[src/rtl/gen3_tx_frame_scheduler.sv]
// Gen3 128b/130b transmit framing scheduler for a single byte-wide lane.
// Arbitrates TLP/DLLP requesters, frames packets, pads with IDL and inserts EDS + SKP blocks.
module gen3_tx_frame_scheduler #(
  parameter int SKP_INTERVAL   = 370,
  parameter int MAX_DLLP_BURST = 4
) (
  input  logic       clk,
  input  logic       rst,
  input  logic       tx_ready,
  input  logic       tlp_req,
  input  logic [9:0] tlp_len_dw,
  input  logic [7:0] tlp_data,
  input  logic       tlp_nullify,
  output logic       tlp_gnt,
  output logic       tlp_rd,
  input  logic       dllp_req,
  input  logic [7:0] dllp_data,
  output logic       dllp_gnt,
  output logic       dllp_rd,
  output logic [7:0] data_out,
  output logic       out_valid,
  output logic [1:0] sync_header,
  output logic       block_start
);

  typedef enum logic [3:0] {
    IDLE, PAD, SKP_OS, STP_TOK, TLP_PAY, TLP_END, SDP_TOK, DLLP_PAY, DLLP_END
  } state_t;

  localparam logic [11:0] SKP_LIM   = 12'(SKP_INTERVAL);
  localparam logic [3:0]  BURST_LIM = 4'(MAX_DLLP_BURST);

  state_t      state_reg, state_next;
  logic [3:0]  byte_idx_reg;
  logic [11:0] block_cnt_reg;
  logic [3:0]  burst_cnt_reg, burst_cnt_next;
  logic        skp_pending_reg;
  logic [9:0]  len_reg, len_next;
  logic [11:0] cnt_reg, cnt_next;
  logic [7:0]  byte_next;
  logic        tlp_gnt_c, tlp_rd_c, dllp_gnt_c, dllp_rd_c;
  logic        aligned;
  logic        advance;
  logic [9:0]  len_eff;

  assign advance = rst & tx_ready;
  assign aligned = (byte_idx_reg[1:0] == 2'b00);
  // A zero-length request is framed and paid out as a single DW.
  assign len_eff = (tlp_len_dw == 10'd0) ? 10'd1 : tlp_len_dw;

  assign tlp_gnt  = tlp_gnt_c  & advance;
  assign tlp_rd   = tlp_rd_c   & advance;
  assign dllp_gnt = dllp_gnt_c & advance;
  assign dllp_rd  = dllp_rd_c  & advance;

  // IDL up to byte 12, then the EDS token occupies the last DW of the block.
  function automatic logic [7:0] pad_byte(input logic [3:0] idx);
    case (idx)
      4'd12:   pad_byte = 8'h1F;
      4'd13:   pad_byte = 8'h80;
      4'd14:   pad_byte = 8'h90;
      default: pad_byte = 8'h00;
    endcase
  endfunction

  function automatic logic [7:0] skp_byte(input logic [3:0] idx);
    if (idx < 4'd12)       skp_byte = 8'hAA;
    else if (idx == 4'd12) skp_byte = 8'hE1;
    else                   skp_byte = 8'h00;
  endfunction

  always_comb begin
    state_next     = state_reg;
    burst_cnt_next = burst_cnt_reg;
    len_next       = len_reg;
    cnt_next       = cnt_reg;
    byte_next      = 8'h00;
    tlp_gnt_c      = 1'b0;
    tlp_rd_c       = 1'b0;
    dllp_gnt_c     = 1'b0;
    dllp_rd_c      = 1'b0;
    case (state_reg)
      IDLE: begin
        if (aligned) begin
          if (!tlp_req) burst_cnt_next = 4'd0;
          if (skp_pending_reg) begin
            state_next = PAD;
            byte_next  = pad_byte(byte_idx_reg);
          end else if (dllp_req && !(tlp_req && burst_cnt_reg == BURST_LIM)) begin
            dllp_gnt_c = 1'b1;
            byte_next  = 8'hF0;
            state_next = SDP_TOK;
            if (tlp_req) burst_cnt_next = burst_cnt_reg + 4'd1;
          end else if (tlp_req) begin
            tlp_gnt_c      = 1'b1;
            byte_next      = {len_eff[3:0], 4'hF};
            len_next       = len_eff;
            cnt_next       = 12'd1;
            burst_cnt_next = 4'd0;
            state_next     = STP_TOK;
          end
        end
      end
      PAD: begin
        byte_next = pad_byte(byte_idx_reg);
        if (byte_idx_reg == 4'd15) state_next = SKP_OS;
      end
      SKP_OS: begin
        byte_next = skp_byte(byte_idx_reg);
        if (byte_idx_reg == 4'd15) state_next = IDLE;
      end
      STP_TOK: begin
        byte_next = (cnt_reg == 12'd1) ? {2'b00, len_reg[9:4]} : 8'h00;
        if (cnt_reg == 12'd3) begin
          cnt_next   = {len_reg, 2'b00} - 12'd1;
          state_next = TLP_PAY;
        end else begin
          cnt_next = cnt_reg + 12'd1;
        end
      end
      TLP_PAY: begin
        tlp_rd_c  = 1'b1;
        byte_next = tlp_data;
        if (cnt_reg == 12'd0) state_next = TLP_END;
        else                  cnt_next = cnt_reg - 12'd1;
      end
      TLP_END: begin
        byte_next  = tlp_nullify ? 8'hC0 : 8'h00;
        state_next = IDLE;
      end
      SDP_TOK: begin
        byte_next  = 8'h53;
        cnt_next   = 12'd0;
        state_next = DLLP_PAY;
      end
      DLLP_PAY: begin
        dllp_rd_c = 1'b1;
        byte_next = dllp_data;
        if (cnt_reg == 12'd7) state_next = DLLP_END;
        else                  cnt_next = cnt_reg + 12'd1;
      end
      DLLP_END: begin
        byte_next  = 8'h00;
        state_next = IDLE;
      end
      default: state_next = IDLE;
    endcase
  end

  always_ff @(posedge clk) begin
    if (!rst) begin
      state_reg       <= IDLE;
      byte_idx_reg    <= 4'd0;
      block_cnt_reg   <= 12'd0;
      burst_cnt_reg   <= 4'd0;
      skp_pending_reg <= 1'b0;
      len_reg         <= 10'd0;
      cnt_reg         <= 12'd0;
      data_out        <= 8'h00;
      out_valid       <= 1'b0;
      sync_header     <= 2'b01;
      block_start     <= 1'b0;
    end else begin
      out_valid <= 1'b1;
      if (tx_ready) begin
        state_reg     <= state_next;
        burst_cnt_reg <= burst_cnt_next;
        len_reg       <= len_next;
        cnt_reg       <= cnt_next;
        byte_idx_reg  <= byte_idx_reg + 4'd1;
        data_out      <= byte_next;
        block_start   <= (byte_idx_reg == 4'd0);
        if (byte_idx_reg == 4'd0)
          sync_header <= (state_reg == SKP_OS) ? 2'b10 : 2'b01;
        // SKP blocks end the pending request but never count as data blocks.
        if (byte_idx_reg == 4'd15) begin
          if (state_reg == SKP_OS) begin
            skp_pending_reg <= 1'b0;
          end else if (block_cnt_reg + 12'd1 == SKP_LIM) begin
            block_cnt_reg   <= 12'd0;
            skp_pending_reg <= 1'b1;
          end else begin
            block_cnt_reg <= block_cnt_reg + 12'd1;
          end
        end
      end
    end
  end

endmodule

[config.mk]
export PLATFORM = sky130hd
export DESIGN_NAME = gen3_tx_frame_scheduler
export DESIGN_NICKNAME = d
export VERILOG_FILES = /design/src/rtl/gen3_tx_frame_scheduler.sv
export SDC_FILE = /design/constraint.sdc
export NUM_CORES = 1
export LEC_CHECK = 0
export BUFFER_PORTS_ARGS = -buffer_cell sky130_fd_sc_hd__clkbuf_2
export CORE_MARGIN = 8
export CORE_UTILIZATION = 25
export CTS_CLUSTER_SIZE = 20
export DETAILED_ROUTE_END_ITERATION = 10
export GPL_TIMING_DRIVEN = 0
export PLACE_DENSITY_LB_ADDON = 0.05
export SLEW_MARGIN = 25
export SYNTH_ARGS = -nofsm -noshare
export SYNTH_HDL_FRONTEND = slang
export SYNTH_SLANG_ARGS = --single-unit
[constraint.sdc]
create_clock -name clk -period 3.98 [get_ports clk]
set_clock_uncertainty 0.15 [all_clocks]
set_input_delay 0.597 -clock clk [delete_from_list [all_inputs] [get_ports clk]]
set_output_delay 0.597 -clock clk [all_outputs]
set_load 0.01 [all_outputs]
# --- After elaboration in Yosys (flattened, before gate mapping) ---
# Cells that the tools add are included.
word_totals:
  inputBits: 32
  reg_bits: 59
  elab_cells: 121
  out_inout_bits: 16
op_classes:
  n_bitwise: 8
  eq_ne: 28
  n_addsub: 6
  order_cmp: 1
  muxes: 50
  n_reduce_logical: 17
op_table:
  columns: ["operator", "count"]
  rows:
  - ["2-to-1 mux 12 bit", 8]
  - ["one-hot mux 8 bit (8 select lines)", 1]
  - ["one-hot mux 12 bit (5 select lines)", 1]
  - ["2-to-1 mux 4 bit", 14]
  - ["2-to-1 mux 8 bit", 7]
  - ["one-hot mux 4 bit (7 select lines)", 1]
  - ["adder 12 x 1 -> 12 bit (second input constant)", 2]
  - ["one-hot mux 8 bit (3 select lines)", 1]
  - ["subtractor 12 x 1 -> 12 bit (second input constant)", 2]
  - ["!= test 2 bit (second input constant)", 11]
  - ["== test 4 x 3 -> 1 bit (second input constant)", 5]
  - ["== test 4 bit (second input constant)", 4]
  - ["AND reduction 8 bit", 2]
  - ["2-to-1 mux 1 bit", 14]
  - ["== test 12 x 1 -> 1 bit (second input constant)", 1]
  - ["== test 12 x 2 -> 1 bit (second input constant)", 1]
  - ["== test 12 x 3 -> 1 bit (second input constant)", 1]
  - ["== test 12 x 9 -> 1 bit (second input constant)", 1]
  - ["zero test 12 bit", 1]
  - ["zero test 10 bit", 1]
  - ["2-to-1 mux 10 bit", 1]
  - ["AND reduction 3 bit", 3]
  - ["adder 4 x 1 -> 4 bit (second input constant)", 2]
  - ["== test 4 x 2 -> 1 bit (second input constant)", 2]
  - ["other kinds (15)", 23]

# --- Logic depth before layout (Yosys ltp) ---
logic_depth:
  ltp_word: 9
  mapped_depth: 9
  mapped_depth_nobuf: 8

# --- Worst setup path before layout ---
# No wires, ideal clock.
synth_timing:
  path_type: "input to output"
  from: "input port tx_ready"
  to: "output port dllp_gnt"
  path_buffers: 2
  setup_slack_ps: 1611
  required_time_ps: 3233
  path_stages: 4
  arrival_time_ps: 1622
  cell_sequence: "buf_2 buf_1 nand2_1 nor4_1"
synth_between:
  elab_chain_len: 2
synth_rtl:
  columns: ["item", "line", "text"]
  rows:
  - ["from (decl)", "9", "input logic tx_ready,"]
  - ["bitwise AND 1 bit", "46", "assign advance = rst & tx_ready;"]
  - ["bitwise AND 1 bit", "53", "assign dllp_gnt = dllp_gnt_c & advance;"]
  - ["to (decl)", "18", "output logic dllp_gnt,"]
# Every way passes these cells.

# --- Worst setup path in the final report ---
layout_timing:
  from: "register state_reg[2]"
  to: "output port tlp_rd"
layout_between:
  elab_chain_len: 3
layout_rtl:
  columns: ["item", "line", "text"]
  rows:
  - ["from (decl)", "33", "state_t state_reg, state_next;"]
  - ["from (signal assigned)", "166", "state_reg <= state_next;"]
  - ["== test 4 x 3 -> 1 bit", "82", "case (state_reg)"]
  - ["2-to-1 mux 1 bit", "82", null]
  - ["bitwise AND 1 bit", "52", "assign tlp_rd = tlp_rd_c & advance;"]
  - ["to (decl)", "15", "output logic tlp_rd,"]
# Every way passes these cells.

==> flow_summary.toml <==
[finish]
syn2layout_area_growth_pct = 19.2
nFillCells = 1788
antenna_cells = 0
num-nets-final = 632
drive_gt1_share_pct = 16.2
final_core_util_pct = 30.1

[drt]
drcViolationCount = 0
drt_iter0_markers = 230
vias_per_cell = 4.99
route.vias.total = 4055
ant_nets = 0
wl_per_cell_um = 18.0
drtPass1Iterations = 4
drt-total-wl_mm = 14.6

[sta]
slew_viol_final = 0
fin_tns_setup_ps = 0
worstMarginPinSlew_ps = 766
hold_violations = 0
grt_setup_unrepaired = "false"
slew_headroom_pct = 48.9
finalSetupViolations = 0
fin_crit_ps = 3070
layout_worst_path_cycle_share_pct = 77.1
max_freq_mhz = 326

[placement]
port-buffer-count = 45
dp_hpwl_mm = 11.0
gp_congestion = 0.797

[clock_tree]
clock_latency_ps = 340
clk_pin_slew_ps = 60
post_cts_resized = 0
cts_buffers = 9
cts_max_level = 3
cts_hold_buf = 0
cts_tree = "yes"
clock_sinks = 59
cts.path.max_buffers = 2
post_cts_buffers = 0
root_buffer = "clkbuf_16"

[global_route]
grt_use_met1_pct = 19.3
grt.met3_usage_pct = 2.76
grt_use_met2_pct = 23.7
busiest_layer = "met2"
grt_pass1_wl_mm = 23.2
grt_overflow_total = 0
antenna_found_initial = 0
grt_usage_pct = 14.7
grt_max_degree = 11
first_global_vias = 4025

[flow_run]
drv_cap = 0

[floorplanning]
die_y_um = 145
die_x_um = 145
num_rows = 47
ios = 48
initial_core_util_pct = 25.2
dieArea_sq_mm = 0.0209
fp.coreArea_sq_mm = 0.0164

[logic_synthesis]
synth-edff-count = 0
synth_top_area_share_pct = 28.5
seq_area_frac_synth_pct = 28.5
yosys.cell_count.top_type = "nand2_1"
yosys-top-cells-count = "nand2_1, dfxtp_1, nor2_1, o21ai_0, clkbuf_1"
syn_area_per_cell_sq_um = 7.80
synth_ff_type = "dfxtp_1"
synth_seq_cells = 59
syn_area_sq_mm = 0.00414
synth_top_area_cell = "dfxtp_1"
netlist_instances = 531
synthDistinctLibCells = 76
syn-num-nets = 576
async_reset_ff_share_pct = 0
yosysWarnings = 0
synth.area.top_cells = "dfxtp_1, nand2_1, ha_1"

[setup_path]
worstSetupPathType = "flop to output port"
start_kind = "flop"
cp_max_fo = 10
cp_data_required_time_ps = 3230
cp_data_arrival_time_ps = 2320
cp-end-kind = "output port"

[power]
seqPwrFrac_pct = 29.0
clock_power_share_pct = 32.9
ir_drop_mv = 0.256
powerDensity_mw_per_mm2 = 493
total_power_w = 0.00243
leakage_nw = 1.89
internal-power_w = 0.00151
swShare_pct = 37.8
power_switching_w = 0.000919
comb_power_share_pct = 38.0

[hold_path]
hp-class = "flop to flop"

[run_status]
status = "completed"
final timing paths:
kind                                     start                            end  slack (ps)  cells past startpoint
setup / recovery     state_reg[2]$_SDFFE_PN0P_                         tlp_rd         910                      6
hold / removal        data_out[2]$_SDFFE_PN0P_       data_out[2]$_SDFFE_PN0P_         320                      2
setup reg to reg  byte_idx_reg[0]$_SDFFE_PN0P_  burst_cnt_reg[3]$_SDFFE_PN0P_        1460                      8
hold reg to reg       data_out[2]$_SDFFE_PN0P_       data_out[2]$_SDFFE_PN0P_         320                      2
critical path, cell delays in order, from the launching register on:
cell and delay [ps]:
dfxtp_1 300, buf_2 210, nor2b_1 480, nand2_1 230
clkbuf_1 330, nor2_1 260, clkbuf_2 180
power groups by stage:
stage	clock [W]	sequential [W]	combinational [W]
6_report	0.000801	0.000707	0.000925
5_1_grt	0.000853	0.000714	0.00103
4_1_cts	0.000827	0.000706	0.000927
3_5_place_dp	0	0.000719	0.000921
3_3_place_gp	0	0.000720	0.000925
2_1_floorplan	0	0.000710	0.000663
layout make-up:
class | count | area [sq um] | area share, %
clock buffer | 11 | 243 | 4.92
sequential | 59 | 1180 | 23.9
timing repair buffer | 45 | 225 | 4.56
multi-input combinational | 414 | 2690 | 54.5
clock inverter | 5 | 52.6 | 1.06
inverter | 16 | 60.1 | 1.22
tap | 220 | 275 | 5.58
buffer | 42 | 211 | 4.28
logic make-up after synthesis:
| family | after synthesis | synth area share, % |
|---|---|---|
| AOI/OAI and AO/OA | 130 | 21.5 |
| DFF | 59 | 28.5 |
| buffers and inverters | 58 | 6.56 |
| xor gates and xnor gates | 28 | 5.92 |
| adders and majority gates | 13 | 3.93 |
| muxes | 16 | 3.93 |
| and+or+nand+nor | 227 | 29.6 |
cell usage in the layout (no fill, tap or decap), drive strengths merged, types with 13 or more instances in the layout:
cell    netlist  layout
nor2         39      39
nor3         22      22
mux2i        14      14
o21ai        31      31
xnor2        16      16
nand3        23      23
ha           13      13
a21oi        24      24
nand2        60      60
buf          16      16
inv          16      16
nand4        13      13
dfxtp        59      59
clkbuf       26      82
per-stage QoR:
step                cells  hold slack [ps]  worst slack, ps  cell area (sq um)
finish                812              324              910               4940
global route          812              326              819               4940
CTS                   812              325              908               4940
detailed placement    796              317             1100               4640
global placement      796              305             1150               4640
floorplan             531              291             1610               4140
metal layers:
metal / vias up / routed length [um]
met2: 68 / 6820
met3: 10 / 438
li1: 2036 / -
met1: 1941 / 7160
met4: 0 / 210
met5: - / 0
No activity file was read; power rests on OpenSTA's default activity.
